==> src/rtl/exc_controller.sv <==
// Exception/interrupt controller for the LEGv8 single-cycle core: owns ELR, ESR and handler mode.
// Optional macro EXC_IRQ_SYNC_EN adds a 2-flop synchronizer ahead of the IRQ sample register.
module exc_controller #(
  parameter int           N          = 64,
  parameter logic [N-1:0] EXC_VECTOR = 64'h0000_0000_0000_00D8
) (
  input  logic         clk,
  input  logic         reset,
  input  logic         ExtIRQ,
  input  logic         NotAnInstr,
  input  logic         ERet,
  input  logic         ExcAck,
  input  logic [N-1:0] PC_cur,
  output logic         Exc,
  output logic [N-1:0] VecPC,
  output logic         ERetTaken,
  output logic [N-1:0] ELR,
  output logic [3:0]   EStatus,
  output logic         InHandler,
  output logic         ExtlAck,
  output logic         DoubleFault
);

  typedef enum logic [1:0] {
    IDLE    = 2'd0,
    TAKE    = 2'd1,
    HANDLER = 2'd2
  } state_t;

  localparam logic [3:0] CAUSE_IRQ   = 4'b0001;
  localparam logic [3:0] CAUSE_UNDEF = 4'b0010;

  state_t state_r;
  logic   ack_done_r;
  logic   irq_r;
  logic   irq_s;

`ifdef EXC_IRQ_SYNC_EN
  logic sync1_r;
  logic sync2_r;

  // Two-stage synchronizer for the asynchronous request, followed by the sample register.
  always_ff @(posedge clk or posedge reset) begin
    if (reset) begin
      sync1_r <= 1'b0;
      sync2_r <= 1'b0;
      irq_r   <= 1'b0;
    end else begin
      sync1_r <= ExtIRQ;
      sync2_r <= sync1_r;
      irq_r   <= sync2_r;
    end
  end
`else
  // Single sample register for the request level.
  always_ff @(posedge clk or posedge reset) begin
    if (reset) begin
      irq_r <= 1'b0;
    end else begin
      irq_r <= ExtIRQ;
    end
  end
`endif

  assign irq_s = irq_r;
  assign VecPC = EXC_VECTOR;

  // Exception FSM; every output except VecPC is a register updated here.
  always_ff @(posedge clk or posedge reset) begin
    if (reset) begin
      state_r     <= IDLE;
      ELR         <= '0;
      EStatus     <= 4'b0000;
      Exc         <= 1'b0;
      ERetTaken   <= 1'b0;
      ExtlAck     <= 1'b0;
      InHandler   <= 1'b0;
      DoubleFault <= 1'b0;
      ack_done_r  <= 1'b0;
    end else begin
      Exc       <= 1'b0;
      ERetTaken <= 1'b0;
      ExtlAck   <= 1'b0;
      case (state_r)
        IDLE: begin
          // IRQ wins over an undefined opcode in the same cycle.
          if (irq_s) begin
            state_r    <= TAKE;
            Exc        <= 1'b1;
            ELR        <= PC_cur;
            EStatus    <= CAUSE_IRQ;
            ack_done_r <= 1'b0;
          end else if (NotAnInstr) begin
            state_r    <= TAKE;
            Exc        <= 1'b1;
            ELR        <= PC_cur;
            EStatus    <= CAUSE_UNDEF;
            ack_done_r <= 1'b0;
          end else begin
            state_r <= IDLE;
          end
        end
        TAKE: begin
          state_r   <= HANDLER;
          InHandler <= 1'b1;
        end
        HANDLER: begin
          if (NotAnInstr) begin
            DoubleFault <= 1'b1;
          end else begin
            DoubleFault <= DoubleFault;
          end
          if (ExcAck && (EStatus == CAUSE_IRQ) && !ack_done_r) begin
            ExtlAck    <= 1'b1;
            ack_done_r <= 1'b1;
          end else begin
            ack_done_r <= ack_done_r;
          end
          if (ERet) begin
            ERetTaken <= 1'b1;
            InHandler <= 1'b0;
            state_r   <= IDLE;
          end else begin
            state_r <= HANDLER;
          end
        end
        default: begin
          state_r   <= IDLE;
          InHandler <= 1'b0;
        end
      endcase
    end
  end

endmodule

==> config.mk <==
export PLATFORM = sky130hd
export DESIGN_NAME = exc_controller
export DESIGN_NICKNAME = d
export VERILOG_FILES = /design/src/rtl/exc_controller.sv
export SDC_FILE = /design/constraint.sdc
export NUM_CORES = 1
export LEC_CHECK = 0
export ABC_CLOCK_PERIOD_IN_PS = 2100
export BUFFER_PORTS_ARGS = -buffer_cell sky130_fd_sc_hd__buf_2
export CAP_MARGIN = 20
export CORE_UTILIZATION = 28
export CTS_CLUSTER_SIZE = 30
export DETAILED_ROUTE_END_ITERATION = 12
export GPL_TIMING_DRIVEN = 1
export MAX_ROUTING_LAYER = met4
export PLACE_DENSITY = 0.63
export SYNTH_ARGS = -nofsm -noshare
export SYNTH_HDL_FRONTEND = slang
export SYNTH_SLANG_ARGS = --single-unit
==> constraint.sdc <==
create_clock -name clk -period 2.1 [get_ports clk]
set_input_delay 0.42 -clock clk [delete_from_list [all_inputs] [get_ports clk]]
set_output_delay 0.42 -clock clk [all_outputs]
set_load 0.005 [all_outputs]
==> results.toml, run 1 <==
[critical_path]
r2r_end = "ELR[58]"
start_kind = "flop"
rr_worst_depth = 4
r2r_setup_slack_ns = 0.52
arrival_ns = 1.80
required_ns = 2.31
crit_path_max_fanout = 40
critPathKind = "flop to flop"
crit_path_start = "state_r[1]"
end_kind = "flop"
r2r-start = "state_r[1]"

[global_routing]
grt_pass1_vias = 2078
grt_max_degree = 75
overflow = 0
grt_util_all_layers_pct = 10.6
grt_pass1_wl_um = 10100
antenna_found_initial = 0

[placement]
dp_hpwl_um = 4410
place_congestion = 0.684
dp_cells = 513
io_buffer_count = 140

[cells_and_area]
area_growth_pct = 26.6
num_antenna_cells = 0
instances_no_fill = 529
drive_gt1_share_pct = 59.4
layout.nets = 447
finish.utilization_pct = 36.4

[clock_network]
h-tree-depth = 3
cts_tree = "built"
cts_buffers = 9
cts_repair_resize_count = 0
clock_latency_ns = 0.33
cts_max_path_buffers = 2
clock-sinks = 74
cts_setup_buffers = 0
ctsHoldBuffers = 0
clockRootBuffer = "clkbuf_16"
clkTransAtPathRegs_ns = 0.06

[sta]
fmax_mhz = 631
rsz0062_at_grt = "false"
drv_slew = 0
period_share_pct = 75.4
setup_tns_ns = 0
finalHoldViolCount = 0
finClkSkew_ns = 0.00462
setup_viol = 0
period_minus_slack_ns = 1.58

[detailed_routing]
dr_wl_met2_um = 2940
routed_wl_um = 6230
route.detailed.drc = 0
met3_length_um = 460
vias = 2064
postRouteAntennaNets = 0
wl_met1_um = 2750
routedWlPerCell_um = 11.8
dr.first_iter.drc_count = 77
routed_via_density = 3.90
highest_layer = "met4"
drt_first_pass_iters = 4

[die]
die_area_mm2 = 0.0128
start_util_pct = 28.7
rows = 40
io_pins = 207
core_mm2 = 0.0120
dieHeight_um = 113
die_w_um = 113

[yosys]
synth_cells = 232
synth_area_per_cell_um2 = 14.9
ys_warn_count = 0
synth_seq_area_share_pct = 53.7
synth-seq-cells = 74
yosys.area.top_type = "dfrtp_1"
syn-cell-area_mm2 = 0.00345
async_flop_share_pct = 100
ys_top_cells_by_count = "74 x dfrtp_1, 66 x buf_4, 40 x mux2_4"
synthTopCellsByArea = "dfrtp_1 54%, mux2_4 17%, buf_4 14%"
ys_types = 21
synth_top_area_share_pct = 53.7
synth_flop_cell = "dfrtp_1"
synth.most_common_cell = "dfrtp_1"
synth-edff-count = 0

[power]
power_density_mw_per_mm2 = 1550
p_leak_nw = 2.27
finalPower_w = 0.00676
ir_worst_vdd_v = 0.000581

[flow_run]
drv_cap = 0

[run_status]
status = "finished, final reports clean"

[hold_path]
hold_class = "primary input to asynchronous set/reset pin"
-- critical path: stages (launching register included) --
cell     delay (ns)
dfrtp_1        0.45
nor2_4         0.18
o21a_4         0.18
buf_12         0.25
mux2_2         0.37
-- flip-flops by register name, indices dropped and copies added, names as in the netlist --
register and cells:
irq_r 1, InHandler 1, EStatus 2, Exc 1, ack_done_r 1, state_r 1, ExtlAck 1, ERetTaken 1
ELR 64, DoubleFault 1
-- through the flow --
stage / hold slack, ns / worst slack, ns / instance area, um2
finish: 0.192 / 0.516 / 4370
global route: 0.182 / 0.429 / 4370
CTS: 0.180 / 0.520 / 4370
detailed placement: 0.454 / 0.528 / 4040
global placement: 0.451 / 0.574 / 4040
floorplan: 0.451 / 0.656 / 3690
-- layout make-up --
class	instances	area (um2)
well taps	147	184
clock inverters	7	101
inverters	3	15.0
repair buffers	143	761
flip-flops and latches	74	1850
fillers	1166	7640
clock buffers	9	225
multi-input cells	146	1230
-- power breakdown --
part,total (W),switching (W),internal [W]
logic,0.00257,0.000959,0.00161
clock network,0.00166,0.000607,0.00105
registers,0.00253,0.000397,0.00214
total,0.00676,0.00196,0.00479
-- layer usage --
layer	vias to the layer above	track usage [%]
met1	998	12.7
met3	7	3.91
met5	-	-
li1	932	-
met4	0	3.95
met2	127	16.4
-- how the worst max path moves through the flow --
stage | to | slack [ns] | cells past startpoint
finish | ELR[58] | 0.52 | 4
global route | ELR[45] | 0.43 | 4
CTS | ELR[57] | 0.52 | 4
detailed placement | ELR[44] | 0.53 | 4
global placement | ELR[56] | 0.57 | 4
floorplan | ELR[10] | 0.66 | 5
-- cell families after synthesis --
logic type | synth area share [%]
mux | 25.2
compound gates | 1.96
other cells | 0.218
simple gates | 1.31
flops | 53.7
buf+inv | 17.6
-- cell usage in the layout, fill, tap and decap left out --
cell	Yosys	layout
a21oi_1	2	2
a22o_1	1	1
a31o_2	1	1
and3_1	2	2
buf_12	4	3
buf_2	2	140
bufinv_16	0	2
clkbuf_16	0	9
clkinv_4	0	1
clkinvlp_4	0	3
conb_1	2	66
dfrtp_1	74	74
inv_1	3	2
inv_6	0	2
mux2_2	24	24
mux2_4	40	40
nand2_1	2	2
nor2_1	1	1
nor2_4	1	1
nor4bb_1	1	1
o21a_1	1	1
o21a_4	1	1
o21ai_0	2	2
o21bai_1	1	1
No activity file was read; power rests on OpenSTA's default activity.
==> run 2: changes to the inputs <==
- ABC_AREA: default -> 1
- ABC_CLOCK_PERIOD_IN_PS: 2100 -> 1500
- PLACE_DENSITY: 0.63 -> 0.61
- clock period: 2.1 -> 1.5 ns (I/O delays scaled with it)
==> run 2 against run 1 <==
Compared with the run above:
- clock skew increased by 0.0021 ns
- register-to-register slack got worse by 0.25 ns
- via count increased by 34%
- synthesized area decreased by 0.65%
- global-route usage increased by 2.1 points
- sequential power increased by 37%
- core utilization decreased by 0.31 points
- critical path depth decreased by 3
- sequential cell count unchanged
- hold slack got worse by 0.11 ns
- non-clock buffer count increased by 4
- die area decreased by 0.65%
- critical endpoint is now Exc
- largest power group is now registers
==> results.toml, run 2 <==
[run_status]
status = "finished, final reports clean"

[critical_path]
required_ns = 1.20
end_kind = "output pin"
crit_path_max_fanout = 6
arrival_ns = 0.95
critPathBufInv = 1
cp_slowest_stage_delay_ns = 0.45
rr_worst_depth = 4
r2r_end = "ELR[43]"
critPathTopFamily = "flip-flops"
critPathSlowestCell = "dfrtp_1"
start_kind = "flop"
worstPathCellList = "buf_2"
cp.depth = 1
crit_path_start = "Exc"
r2r-start = "Exc"
crit_path_end = "Exc"
r2r_setup_slack_ns = 0.27
critPathKind = "flop to output pin"

[sta]
drv_slew = 0
period_minus_slack_ns = 1.25
fmax_mhz = 803
rsz0062_at_grt = "false"
setup_viol = 0
worst_hold_slack_ns = 0.0828
setup_ws_ns = 0.255
finalHoldViolCount = 0
period_share_pct = 83.0
finClkSkew_ns = 0.00671
setup_tns_ns = 0

[placement]
dp_cells = 660
place_ws_ns = 0.226
place_congestion = 0.737
io_buffer_count = 140
dp_hpwl_um = 5130

[clock_network]
cts_tree = "built"
clkTransAtPathRegs_ns = 0.06
cts_setup_buffers = 0
clock-sinks = 74
clock_latency_ns = 0.33
cts_max_path_buffers = 2
h-tree-depth = 3
ctsHoldBuffers = 0
clockRootBuffer = "clkbuf_16"
cts_repair_resize_count = 0
cts_buffers = 9

[detailed_routing]
route.detailed.drc = 0
vias = 2769
routed_wl_um = 7290
highest_layer = "met4"
wl_met1_um = 3300
dr.first_iter.drc_count = 131
routed_via_density = 4.10
drt_first_pass_iters = 4
met3_length_um = 616
dr_wl_met2_um = 3250
routedWlPerCell_um = 10.8
postRouteAntennaNets = 0

[global_routing]
grt_max_degree = 75
antenna_found_initial = 0
grt_util_all_layers_pct = 12.7
grt_pass1_wl_um = 12200
grt_pass1_vias = 2579
overflow = 0

[die]
dieHeight_um = 113
core_mm2 = 0.0120
die_w_um = 113
die_area_mm2 = 0.0127
start_util_pct = 28.7
rows = 40
io_pins = 207

[yosys]
ys_types = 14
synth_seq_area_share_pct = 54.0
ys_warn_count = 0
synth-edff-count = 0
ys_top_cells_by_count = "141 x nand2_1, 74 x dfrtp_1, 72 x buf_4"
async_flop_share_pct = 100
synthTopCellsByArea = "dfrtp_1 54%, buf_4 16%, nand2_1 15%"
synth-seq-cells = 74
synth_cells = 389
synth_area_per_cell_um2 = 8.81
yosys.area.top_type = "dfrtp_1"
synth_flop_cell = "dfrtp_1"
synth_top_area_share_pct = 54.0
syn-cell-area_mm2 = 0.00343
synth.most_common_cell = "nand2_1"

[cells_and_area]
num_antenna_cells = 0
drive_gt1_share_pct = 31.1
regMostFlops = "ELR"
mostFrequentLayoutCells = "140 x nand2_1, 140 x buf_2, 74 x dfrtp_1"
reg_top3 = "ELR: 64 flops, EStatus: 2 flops"
area_growth_pct = 25.8
layout.nets = 594
largest_reg_flops = 64
instances_no_fill = 675

[flow_run]
drv_cap = 0

[power]
power.internal_w = 0.00564
ir_worst_vdd_v = 0.000845
seq_power_share_pct = 39.6
clkPwrFrac_pct = 23.8
power_density_mw_per_mm2 = 2030
switching_share_pct = 35.6
p_switching_w = 0.00312
p_leak_nw = 2.55
combPwrFrac_pct = 36.6

[hold_path]
hold_class = "primary input to asynchronous set/reset pin"
run 2: cell types whose count changed after synthesis, sizes merged, moves of 2 or more:
cell,change
a21oi,-2
nand3,+66
o21a,-2
nor2,+2
and3,-2
inv,+8
buf,+13
nand2,+140
mux2,-64
run 2: cell families (layout without fill, tap and decap cells):
family          after synthesis  after routing  synth area share, %
buf+inv                      98            173                 19.5
simple gates                212            212                 25.8
compound gates                3              3                0.511
other cells                   2             66                0.219
flops                        74             74                 54.0
run 2: worst reg2reg max path, cell delays in order (launching register included):
cell and delay [ns]:
dfrtp_1 0.44, nor2_4 0.16, buf_4 0.32, nand3_1 0.16, nand2_1 0.09
run 2: power groups by stage:
stage | combinational (W) | clock (W) | sequential [W]
3_3_place_gp | 0.00318 | 0 | 0.00348
6_report | 0.00320 | 0.00209 | 0.00347
3_5_place_dp | 0.00326 | 0 | 0.00349
2_1_floorplan | 0.00192 | 0 | 0.00354
5_1_grt | 0.00368 | 0.00225 | 0.00359
4_1_cts | 0.00325 | 0.00217 | 0.00348
run 2: final cells by class:
cell class | count | area [um2]
sequential | 74 | 1850
inverter | 11 | 45.0
tap | 147 | 184
clock inverter | 3 | 40.0
fill | 1254 | 7650
timing repair buffer | 147 | 791
clock buffer | 12 | 246
multi-input combinational | 281 | 1160
run 2: metal layers:
layer | GRT usage [%] | vias up
li1 | - | 1356
met4 | 5.07 | 0
met2 | 19.3 | 140
met3 | 4.86 | 10
met5 | - | -
met1 | 15.2 | 1263
run 2: worst min path at each step:
| stage | from | slack [ns] | endpoint |
|---|---|---|---|
| CTS | ExtIRQ | 0.06 | irq_r |
| global placement | ExtIRQ | 0.41 | irq_r |
| floorplan | ExtIRQ | 0.33 | irq_r |
| finish | reset | 0.08 | ELR[32] |
| detailed placement | ExtIRQ | 0.42 | irq_r |
| global route | ExtIRQ | 0.07 | irq_r |
run 2: per-stage QoR:
step                      power, W  instance area, um2  util [%]
after floorplan            0.00547                3670         -
after global placement     0.00666                4030      33.7
after detailed placement   0.00675                4030      33.7
after CTS                  0.00891                4310      36.1
after global routing       0.00952                4310      36.1
final                      0.00876                4310      36.1
